[src/rtl/gpr_wb_arb_if.sv]
// gpr_wb_arb_if: EX/LS result inputs and GPR write port of gpr_wb_arb.
// GPR_WB_BYPASS_EN adds the read-address / bypass signals.
interface gpr_wb_arb_if #(parameter int DEPTH = 4);
  logic ex_valid, ex_ready, ls_valid, ls_ready, wr_en_0;
  logic [4:0] ex_adr, ls_adr, wr_adr_0;
  logic [31:0] ex_dat, ls_dat, wr_dat_0;
  logic [$clog2(DEPTH):0] ls_cnt;
`ifdef GPR_WB_BYPASS_EN
  logic [4:0] rd_adr_0, rd_adr_1, rd_adr_2;
  logic byp_hit_0, byp_hit_1, byp_hit_2;
  logic [31:0] byp_dat_0, byp_dat_1, byp_dat_2;
  modport slave(input ex_valid, ex_adr, ex_dat, ls_valid, ls_adr, ls_dat, rd_adr_0, rd_adr_1, rd_adr_2,
                output ex_ready, ls_ready, wr_en_0, wr_adr_0, wr_dat_0, ls_cnt,
                byp_hit_0, byp_hit_1, byp_hit_2, byp_dat_0, byp_dat_1, byp_dat_2);
  modport master(output ex_valid, ex_adr, ex_dat, ls_valid, ls_adr, ls_dat, rd_adr_0, rd_adr_1, rd_adr_2,
                 input ex_ready, ls_ready, wr_en_0, wr_adr_0, wr_dat_0, ls_cnt,
                 byp_hit_0, byp_hit_1, byp_hit_2, byp_dat_0, byp_dat_1, byp_dat_2);
`else
  modport slave(input ex_valid, ex_adr, ex_dat, ls_valid, ls_adr, ls_dat,
                output ex_ready, ls_ready, wr_en_0, wr_adr_0, wr_dat_0, ls_cnt);
  modport master(output ex_valid, ex_adr, ex_dat, ls_valid, ls_adr, ls_dat,
                 input ex_ready, ls_ready, wr_en_0, wr_adr_0, wr_dat_0, ls_cnt);
`endif
endinterface

[src/rtl/gpr_wb_arb.sv]
// gpr_wb_arb: merges EX (fixed priority) and FIFO-buffered LS results onto the GPR write port.
// Optional macro GPR_WB_BYPASS_EN adds same-cycle write-to-read bypass outputs.
module gpr_wb_arb #(
  parameter int DEPTH    = 4,
  parameter int MAX_WAIT = 8
) (
  input logic clk,
  input logic reset,
  gpr_wb_arb_if.slave b
);
  localparam int AW = $clog2(DEPTH);
  localparam int CW = AW + 1;
  localparam int WW = $clog2(MAX_WAIT + 1);
  logic [4:0] adr_q [DEPTH];
  logic [31:0] dat_q [DEPTH];
  logic [AW-1:0] wp_q, rp_q;
  logic [CW-1:0] cnt_q, cnt_d;
  logic [WW-1:0] wcnt_q, wcnt_d;
  logic wen_q;
  logic [4:0] wadr_q, wadr_d;
  logic [31:0] wdat_q, wdat_d;
  logic empty, push, pop, ex_go;
  always_comb begin
    empty  = cnt_q == '0;
    push   = b.ls_valid & b.ls_ready;
    ex_go  = b.ex_valid & b.ex_ready;
    pop    = ~ex_go & ~empty;
    cnt_d  = cnt_q + CW'(push) - CW'(pop);
    // with a head present, not popping means EX won this cycle
    wcnt_d = (empty | pop) ? '0 : wcnt_q + 1'b1;
    wadr_d = ex_go ? b.ex_adr : pop ? adr_q[rp_q] : wadr_q;
    wdat_d = ex_go ? b.ex_dat : pop ? dat_q[rp_q] : wdat_q;
  end
  assign b.ls_ready = cnt_q != CW'(DEPTH);
  assign b.ex_ready = wcnt_q != WW'(MAX_WAIT);
  assign b.wr_en_0  = wen_q;
  assign b.wr_adr_0 = wadr_q;
  assign b.wr_dat_0 = wdat_q;
  assign b.ls_cnt   = cnt_q;
  always_ff @(posedge clk)
    if (push) begin
      adr_q[wp_q] <= b.ls_adr;
      dat_q[wp_q] <= b.ls_dat;
    end
  always_ff @(posedge clk or negedge reset)
    if (!reset) begin
      wp_q   <= '0;
      rp_q   <= '0;
      cnt_q  <= '0;
      wcnt_q <= '0;
      wen_q  <= 1'b0;
      wadr_q <= '0;
      wdat_q <= '0;
    end else begin
      wp_q   <= wp_q + AW'(push);
      rp_q   <= rp_q + AW'(pop);
      cnt_q  <= cnt_d;
      wcnt_q <= wcnt_d;
      wen_q  <= ex_go | pop;
      wadr_q <= wadr_d;
      wdat_q <= wdat_d;
    end
`ifdef GPR_WB_BYPASS_EN
  logic [2:0] hit;
  assign hit[0] = wen_q & (b.rd_adr_0 == wadr_q);
  assign hit[1] = wen_q & (b.rd_adr_1 == wadr_q);
  assign hit[2] = wen_q & (b.rd_adr_2 == wadr_q);
  assign b.byp_hit_0 = hit[0];
  assign b.byp_hit_1 = hit[1];
  assign b.byp_hit_2 = hit[2];
  assign b.byp_dat_0 = hit[0] ? wdat_q : '0;
  assign b.byp_dat_1 = hit[1] ? wdat_q : '0;
  assign b.byp_dat_2 = hit[2] ? wdat_q : '0;
`endif
endmodule
[src/flat_wrapper.sv]
// flat-port wrapper written by rule: the top's interface ports become plain ports
module gpr_wb_arb_flat 
#(
  parameter int DEPTH    = 4,
  parameter int MAX_WAIT = 8
)
  (clk, reset, b_ex_valid, b_ex_adr, b_ex_dat, b_ls_valid, b_ls_adr, b_ls_dat, b_ex_ready, b_ls_ready, b_wr_en_0, b_wr_adr_0, b_wr_dat_0, b_ls_cnt);
  gpr_wb_arb_if #(.DEPTH(DEPTH)) b_i ();
  input logic clk;
  input logic reset;
  input wire logic [$bits(b_i.ex_valid)-1:0] b_ex_valid;
  input wire logic [$bits(b_i.ex_adr)-1:0] b_ex_adr;
  input wire logic [$bits(b_i.ex_dat)-1:0] b_ex_dat;
  input wire logic [$bits(b_i.ls_valid)-1:0] b_ls_valid;
  input wire logic [$bits(b_i.ls_adr)-1:0] b_ls_adr;
  input wire logic [$bits(b_i.ls_dat)-1:0] b_ls_dat;
  output wire logic [$bits(b_i.ex_ready)-1:0] b_ex_ready;
  output wire logic [$bits(b_i.ls_ready)-1:0] b_ls_ready;
  output wire logic [$bits(b_i.wr_en_0)-1:0] b_wr_en_0;
  output wire logic [$bits(b_i.wr_adr_0)-1:0] b_wr_adr_0;
  output wire logic [$bits(b_i.wr_dat_0)-1:0] b_wr_dat_0;
  output wire logic [$bits(b_i.ls_cnt)-1:0] b_ls_cnt;
  assign b_i.ex_valid = b_ex_valid;
  assign b_i.ex_adr = b_ex_adr;
  assign b_i.ex_dat = b_ex_dat;
  assign b_i.ls_valid = b_ls_valid;
  assign b_i.ls_adr = b_ls_adr;
  assign b_i.ls_dat = b_ls_dat;
  assign b_ex_ready = b_i.ex_ready;
  assign b_ls_ready = b_i.ls_ready;
  assign b_wr_en_0 = b_i.wr_en_0;
  assign b_wr_adr_0 = b_i.wr_adr_0;
  assign b_wr_dat_0 = b_i.wr_dat_0;
  assign b_ls_cnt = b_i.ls_cnt;
  gpr_wb_arb #(.DEPTH(DEPTH), .MAX_WAIT(MAX_WAIT)) u_core (.clk(clk), .reset(reset), .b(b_i));
endmodule
[config.mk]
export PLATFORM = sky130hd
export DESIGN_NAME = gpr_wb_arb_flat
export DESIGN_NICKNAME = d
export VERILOG_FILES = /design/src/rtl/gpr_wb_arb_if.sv /design/src/rtl/gpr_wb_arb.sv /design/src/flat_wrapper.sv
export SDC_FILE = /design/constraint.sdc
export NUM_CORES = 1
export LEC_CHECK = 0
export BUFFER_PORTS_ARGS = -buffer_cell sky130_fd_sc_hd__buf_2
export CORE_UTILIZATION = 35
export CTS_CLUSTER_DIAMETER = 120
export DETAILED_ROUTE_END_ITERATION = 8
export GPL_ROUTABILITY_DRIVEN = 0
export SYNTH_ARGS = -nofsm -noshare
export SYNTH_HDL_FRONTEND = slang
export SYNTH_SLANG_ARGS = --single-unit
export TNS_END_PERCENT = 1
[constraint.sdc]
create_clock -name clk -period 4.7 [get_ports clk]
set_input_delay 0.47 -clock clk [delete_from_list [all_inputs] [get_ports clk]]
set_output_delay 0.47 -clock clk [all_outputs]
set_load 0.005 [all_outputs]
# == Word-level counts from Yosys, hierarchy flattened ==
# Memory sizes are Yosys's and may differ from the RTL's.
# Index checks and enable logic that the tools add are counted.
# totals
n_memories,2
in_bits,78
mem_bits_rw,148
word_cells,32
regBits,49
# op_classes
n_reduce_logical,2
n_bitwise,7
n_eq_ne,2
mux,7
addsub,5
# mem_list
name,depth,width,rd,rd_ports_with_merged_regs,write_ports,line,source
u_core.dat_q,4,32,1,0,1,gpr_wb_arb.sv:15,logic [31:0] dat_q [DEPTH];
u_core.adr_q,4,5,1,0,1,gpr_wb_arb.sv:14,logic [4:0] adr_q [DEPTH];
# ops
op,count
$mux 32,2
$mux 5,2
$add 2x1->2,2
$add 4x1->4 const B,1
$mux 4,1
$ne 4x4->1 const B,1
$add 3x1->3,1
$and 1x1->1,3
$logic_not 3->1,1
$ne 3x3->1 const B,1
$sub 3x1->3,1
$mux 1,2
$not 1->1,2
$or 1x1->1,2
$reduce_bool 2->1,1

# == Longest topological paths before layout ==
# Gate-level depths: netlist of the first run.
# depth
word_depth,6
depth_mapped,11
ltp_nobuf,10

# == Worst setup path after synthesis of the first run ==
# No wires, ideal clock.
# synth_path
path_kind,reg2reg
start,"register u_core.cnt_q[2], in the netlist u_core.b.ls_cnt[2]"
end,"memory u_core.adr_q[0][0], enable pin"
required_ns,4.215
stages_incl_launch_ff,4
path_slack_ns,0.643
synth_period_minus_slack_ns,4.057
arrival_ns,3.572
cell_sequence,dfrtp_1 or3b_1 and2_4 nor3b_1
# synth_between
elab_chain_cells,4
# synth_rtl
element,line,source
start: declaration,gpr_wb_arb.sv:17,"logic [CW-1:0] cnt_q, cnt_d;"
start signal: assignment,gpr_wb_arb.sv:57,cnt_q <= cnt_d;
$ne 3x3->1,gpr_wb_arb.sv:34,assign b.ls_ready = cnt_q != CW'(DEPTH);
via b_ls_ready,flat_wrapper.sv:18,output wire logic [$bits(b_i.ls_ready)-1:0] b_ls_ready;
$and 1x1->1,gpr_wb_arb.sv:25,push = b.ls_valid & b.ls_ready;
$mux 1,gpr_wb_arb.sv:41,if (push) begin
$mux 1 (implied by the code),gpr_wb_arb.sv:42,adr_q[wp_q] <= b.ls_adr;
end: declaration,gpr_wb_arb.sv:14,
# The timed path passes the listed nets, and every way through them passes these cells.

# == Worst setup path after layout of the first run ==
# layout_path
start,register u_core.wcnt_q[0]
end,"register u_core.cnt_q[2], in the netlist u_core.b.ls_cnt[2]"
# layout_between
elab_chain_cells,5
# layout_rtl
element,line,source
start: declaration,gpr_wb_arb.sv:18,"logic [WW-1:0] wcnt_q, wcnt_d;"
start signal: assignment,gpr_wb_arb.sv:58,wcnt_q <= wcnt_d;
$ne 4x4->1,gpr_wb_arb.sv:35,assign b.ex_ready = wcnt_q != WW'(MAX_WAIT);
$and 1x1->1,gpr_wb_arb.sv:26,ex_go = b.ex_valid & b.ex_ready;
$not 1->1,gpr_wb_arb.sv:27,pop = ~ex_go & ~empty;
$and 1x1->1,gpr_wb_arb.sv:27,
$sub 3x1->3,gpr_wb_arb.sv:28,cnt_d = cnt_q + CW'(push) - CW'(pop);
via u_core.cnt_d[2],gpr_wb_arb.sv:17,
# The timed path passes the listed nets, and every way through them passes these cells.
# A chain may end at the register's enable or synchronous reset.

==> results of run 1 <==
[worst max-delay path by stage]
stage,startpoint,to,slack (ns),depth (start not counted)
floorplan,u_core.b.ls_cnt[2],u_core.adr_q[0][0],0.64,3
global placement,u_core.b.ls_cnt[2],u_core.dat_q[0][23],2.05,4
detailed placement,u_core.b.ls_cnt[1],u_core.dat_q[0][23],1.93,4
CTS,u_core.b.ls_cnt[2],u_core.dat_q[0][17],1.91,4
global route,u_core.b.ls_cnt[2],u_core.dat_q[0][17],1.85,4
finish,u_core.wcnt_q[0],u_core.b.ls_cnt[2],2.00,10
[layer usage]
| metal | up-vias | GRT usage | share of wire |
|---|---|---|---|
| met2 | 134 | 0.258 | 0.51 |
| met3 | 22 | 0.0339 | 0.055 |
| met1 | 2151 | 0.185 | 0.42 |
| li1 | 1893 | - | - |
| met5 | - | 0 | 0.00080 |
| met4 | 2 | 0.0595 | 0.016 |
[critical path, stage by stage (launching register included)]
cell and delay [ns]:
dfrtp_1 0.41, inv_1 0.07, ha_1 0.20, nand3b_4 0.43
a21oi_1 0.40, ha_1 0.16, inv_1 0.04, ha_1 0.20
fa_1 0.38, xor2_1 0.16, xnor2_1 0.13
[state kept, by name, indices dropped and copies added (netlist names)]
| register | count |
|---|---|
| u_core.dat_q | 128 |
| u_core.b.wr_dat_0 | 32 |
| u_core.adr_q | 20 |
| u_core.b.wr_adr_0 | 5 |
| u_core.wcnt_q | 4 |
| u_core.b.ls_cnt | 3 |
| u_core.rp_q | 2 |
| u_core.wp_q | 2 |
| u_core.b.wr_en_0 | 1 |
[cells by family after synthesis]
logic type               Yosys count  synth area share
buffers and inverters             35            0.0254
multiplexers                      37             0.108
AO/OA/AOI/OAI                     76            0.0803
flip-flops                       197             0.734
XOR/XNOR                           7           0.00793
adder cells (fa/ha/maj)            6            0.0107
AND/OR/NAND/NOR                   55            0.0343
[Yosys cell counts, drive strengths merged]
master   number  area (um^2)
edfxtp      148         4440
and3          1         6.26
nand3b        1         20.0
nor3          4         31.3
a22oi        37          278
nand2        39          146
nor3b         2         15.0
ha            5         62.6
a2bb2oi      37          330
or3b          1         8.76
a211oi        1         7.51
inv           7         26.3
or3           1         6.26
nor2          2         7.51
xor2          4         35.0
fa            1         20.0
xnor2         3         26.3
clkbuf       12         45.0
a21oi         1         5.00
dfrtp        49         1230
nand3         3         15.0
buf          16          125
and2          1         8.76
mux4         37          833
[cell type report]
type | instances | area [um^2] | share of cell area
Antenna cell | 1 | 2.50 | 0.000271
Timing Repair Buffer | 125 | 638 | 0.0692
Sequential cell | 197 | 5670 | 0.615
Clock buffer | 19 | 443 | 0.0480
Multi-Input combinational cell | 181 | 1890 | 0.205
Clock inverter | 13 | 201 | 0.0218
Inverter | 7 | 26.3 | 0.00285
Tap cell | 280 | 350 | 0.0380
[metrics by stage]
stage	power, uW	setup WS, ns	cells	instance area (um^2)
CTS	5630	1.91	822	9220
global placement	4000	2.05	790	8580
global route	5860	1.85	823	9220
floorplan	3570	0.643	413	7730
finish	5550	2.00	823	9220
detailed placement	4050	1.93	790	8580
[power by group through the flow]
stage / registers [uW] / clock network [uW] / logic [uW]
6_report: 2630 / 1580 / 1340
5_1_grt: 2690 / 1680 / 1490
4_1_cts: 2640 / 1600 / 1380
3_5_place_dp: 2680 / 0 / 1380
3_3_place_gp: 2650 / 0 / 1350
2_1_floorplan: 2520 / 0 / 1050
==> results.sh, run 1 <==
export IMPL_status="completed"
export IMPL_globalRouteOverflowTotal=0
export IMPL_num_rows=54
export IMPL_cts_made_buffers=17
export IMPL_netlist_area_mm2=0.00773
export IMPL_drcViolationCount=0
export IMPL_synth_avg_cell_area_um2=18.7
export IMPL_max_cap_violations=0
export IMPL_cts_setup_buffers=0
export IMPL_cts_root_buf="clkbuf_16"
export IMPL_peakVddDrop_uv=191
export IMPL_hold_start="b_ls_dat[31]"
export IMPL_cts_resized_gates=0
export IMPL_fin_util=0.424
export IMPL_dp_hpwl_mm=9.99
export IMPL_final_cell_mix="148 x edfxtp_1, 120 x buf_2, 47 x dfrtp_1"
export IMPL_grt_usage=0.151
export IMPL_holdWs_ns=0.252
export IMPL_reg2regPathDepth=10
export IMPL_syn_inst=413
export IMPL_antenna_found_initial=2
export IMPL_rsz0062_at_grt="no"
export IMPL_synth_seq_cells=197
export IMPL_clk_pin_slew_worst_paths_ns=0.07
export IMPL_area_growth_pct=19.3
export IMPL_fillCellCount=1970
export IMPL_pwr_share_comb=0.241
export IMPL_hold_path_class="input pin to flip-flop"
export IMPL_worst_slew_pin_slew_ns=1.16
export IMPL_dr_first_iter_drc_count=271
export IMPL_p_seq_frac=0.474
export IMPL_pin_count=121
export IMPL_avgRoutedWirePerCell_um=19.8
export IMPL_portBuffers=120
export IMPL_routed_wl_mm=16.3
export IMPL_maxSlewHeadroom=0.226
export IMPL_clock_latency_ns=0.43
export IMPL_cp_start_kind="flip-flop"
export IMPL_timing_worst_setup_path_type="flip-flop to flip-flop"
export IMPL_min_to="u_core.dat_q[0][31]"
export IMPL_grt_pass1_wl_mm=24.6
export IMPL_crit_arrival_ns=3.01
export IMPL_cts_sinks=197
export IMPL_synth_distinct_cells=30
export IMPL_reg2reg_from="u_core.wcnt_q[0]"
export IMPL_via_count=4202
export IMPL_die_w_um=151
export IMPL_critPathMaxFanout=41
export IMPL_yosysSeqAreaShare=0.734
export IMPL_setup_viol=0
export IMPL_ant_nets=0
export IMPL_core_mm2=0.0218
export IMPL_switching_share=0.287
export IMPL_powerDensity_mw_per_mm2=602
export IMPL_p_sw_uw=1590
export IMPL_required_ns=5.01
export IMPL_htreeDepth=4
export IMPL_routed_via_density=5.11
export IMPL_r2r_end="u_core.b.ls_cnt[2]"
export IMPL_max_freq_mhz=371
export IMPL_rrSetupSlack_ns=2.00
export IMPL_p_leak_uw=0.00347
export IMPL_initial_core_util=0.355
export IMPL_drv_slew=0
export IMPL_fin_crit_ns=2.70
export IMPL_ys_warn_count=0
export IMPL_cts_tree="done"
export IMPL_die_area_mm2=0.0227
export IMPL_nNetsFinal=613
export IMPL_pwr_share_clk=0.285
export IMPL_grt_max_degree=50
export IMPL_clockBufferDepth=2
export IMPL_syn_num_nets=497
export IMPL_final_hold_viol_count=0
export IMPL_min_period_over_period=0.574
export IMPL_final_common_cell="edfxtp_1"
export IMPL_cp_end_kind="flip-flop"
export IMPL_min_path_cells=1
export IMPL_power_internal_uw=3950
export IMPL_drive_gt1_frac=0.375
export IMPL_hold_buffers=0
export IMPL_setup_tns_ns=0
export IMPL_die_height_um=151
export IMPL_dr_pass1_iters=4
export IMPL_first_global_vias=4362
export IMPL_clock_skew_ns=0.0115
Power figures use the tool's default switching activity.
==> inputs of run 2 (changes only) <==
==> constraint.sdc (replaced) <==
create_clock -name clk -period 2.4 [get_ports clk]
set_input_delay 0.24 -clock clk [delete_from_list [all_inputs] [get_ports clk]]
set_output_delay 0.24 -clock clk [all_outputs]
set_load 0.005 [all_outputs]
==> run 2 against run 1 <==
Against the previous run:
- count of clock-buffer cells in the layout unchanged
- highest routed layer is now met4
- critical path type unchanged
- final cell count up 1.7%
- power up 95%
- sequential share of layout area down 0.53 points
- clock skew down 0.0040 ns
- via count up 1.4%
- wire length up 3.0%
- die area unchanged
- register-to-register slack worse by 1.8 ns
- flip-flop and latch count unchanged
==> results.sh, run 2 (same netlist as run 1, synthesis figures left out) <==
export IMPL_routed_via_density=5.09
export IMPL_die_w_um=151
export IMPL_die_height_um=151
export IMPL_stdcell_area_mm2=0.00930
export IMPL_final_hold_viol_count=0
export IMPL_cts_tree="done"
export IMPL_drcViolationCount=0
export IMPL_cts_sinks=197
export IMPL_via_count=4261
export IMPL_stdcell_count=837
export IMPL_min_period_over_period=0.903
export IMPL_final_cell_mix="148 x edfxtp_1, 120 x buf_2, 47 x dfrtp_1"
export IMPL_nNetsFinal=628
export IMPL_grt_usage=0.157
export IMPL_clock_latency_ns=0.43
export IMPL_cts_root_buf="clkbuf_16"
export IMPL_dr_first_iter_drc_count=243
export IMPL_final_common_cell="edfxtp_1"
export IMPL_holdWs_ns=0.0207
export IMPL_routed_wl_mm=16.8
export IMPL_cts_made_buffers=17
export IMPL_ant_nets=0
export IMPL_first_global_vias=4445
export IMPL_pin_count=121
export IMPL_portBuffers=120
export IMPL_peakVddDrop_uv=570
export IMPL_fillCellCount=1976
export IMPL_max_cap_violations=0
export IMPL_dp_hpwl_mm=10.4
export IMPL_dr_pass1_iters=4
export IMPL_status="completed"
export IMPL_htreeDepth=4
export IMPL_cp_start_kind="flip-flop"
export IMPL_top_register="u_core.dat_q"
export IMPL_busiest_layer="met2"
export IMPL_clock_skew_ns=0.00751
export IMPL_powerDensity_mw_per_mm2=1160
export IMPL_core_mm2=0.0218
export IMPL_met2_usage=0.275
export IMPL_clk_pin_slew_worst_paths_ns=0.07
export IMPL_drv_slew=0
export IMPL_dpl_worst_slack_ns=0.0802
export IMPL_globalRouteOverflowTotal=0
export IMPL_cp_end_kind="flip-flop"
export IMPL_p_leak_uw=0.00353
export IMPL_largest_register_ffs=128
export IMPL_num_rows=54
export IMPL_fin_ws_ns=0.232
export IMPL_die_area_mm2=0.0227
export IMPL_rsz0062_at_grt="no"
export IMPL_grtUsageMet1=0.189
export IMPL_antenna_found_initial=0
export IMPL_drive_gt1_frac=0.390
export IMPL_use_met3=0.0385
export IMPL_setup_viol=0
export IMPL_crit_arrival_ns=2.48
export IMPL_dpl_cell_area_mm2=0.00868
export IMPL_maxSlewHeadroom=0.290
export IMPL_grt_max_degree=44
export IMPL_place_inst=801
export IMPL_initial_core_util=0.355
export IMPL_required_ns=2.72
export IMPL_antenna_cells=0
export IMPL_hold_path_class="input pin to flip-flop"
export IMPL_grt_pass1_wl_mm=25.3
export IMPL_clockBufferDepth=2
export IMPL_fin_crit_ns=2.17
export IMPL_area_growth_pct=20.3
export IMPL_max_freq_mhz=461
export IMPL_avgRoutedWirePerCell_um=20.1
export IMPL_timing_worst_setup_path_type="flip-flop to flip-flop"
export IMPL_setup_tns_ns=0
export IMPL_worst_slew_pin_slew_ns=1.06
export IMPL_critPathMaxFanout=4
-- run 2: cell types whose count changed in the layout (fill, tap and decap cells not counted), sizes merged --
cell         previous run  this run
inv                     9         7
diode                   1         0
dlygate4sd3             0         1
clkinv                  5         9
buf                   125       139
bufinv                  5         3
-- run 2: final timing paths --
kind | cells past startpoint | slack, ns | to | startpoint
worst min-delay path | 1 | 0.02 | u_core.dat_q[2][2] | b_ls_dat[2]
worst min register to register | 1 | 0.51 | u_core.wcnt_q[0] | u_core.wcnt_q[0]
min in group asynchronous | 2 | 0.41 | u_core.b.wr_dat_0[25] | reset
max in group asynchronous | 3 | 1.19 | u_core.b.wr_dat_0[5] | reset
worst max-delay path | 10 | 0.23 | u_core.b.ls_cnt[2] | u_core.wcnt_q[0]
worst max register to register | 10 | 0.23 | u_core.b.ls_cnt[2] | u_core.wcnt_q[0]
-- run 2: final cells by class --
type | instances | area, um^2 | share of cell area
multi-input cells | 181 | 1890 | 0.204
well taps | 280 | 350 | 0.0377
repair buffers | 140 | 766 | 0.0823
flip-flops and latches | 197 | 5670 | 0.610
inverters | 7 | 26.3 | 0.00282
clock inverters | 13 | 160 | 0.0172
clock buffers | 19 | 433 | 0.0465
-- run 2: layer usage --
metal | vias to the layer above | share of wire
met2 | 121 | 0.51
met4 | 0 | 0.014
met5 | - | 0
met3 | 16 | 0.053
met1 | 2208 | 0.42
li1 | 1916 | -
-- run 2: metrics by stage --
stage          total power [uW]   util
6_report                  10800  0.428
3_5_place_dp               8080  0.399
5_1_grt                   11400  0.428
2_1_floorplan              6990      -
3_3_place_gp               7970  0.399
4_1_cts                   10900  0.427
-- run 2: power by group --
group	internal, uW	switching (uW)	total (uW)	leakage [uW]
Clock	1640	1210	2840	0.000288
Sequential	4550	407	4960	0.00192
Combinational	1420	1570	2990	0.00132
-- run 2: worst max-delay path: stages (launching register included) --
cell,delay (ns)
dfrtp_1,0.40
inv_1,0.06
ha_1,0.23
nand3b_4,0.09
a21oi_1,0.09
ha_1,0.28
inv_1,0.04
ha_1,0.20
fa_1,0.39
xor2_1,0.17
xnor2_1,0.12
-- run 2: repair_timing --
item	4_1_cts	5_1_grt
buffers inserted	0	3
setup endpoints to repair	0	8
resized for setup	0	0
endpoints found under the hold margin	29	0
hold buffers	1	0
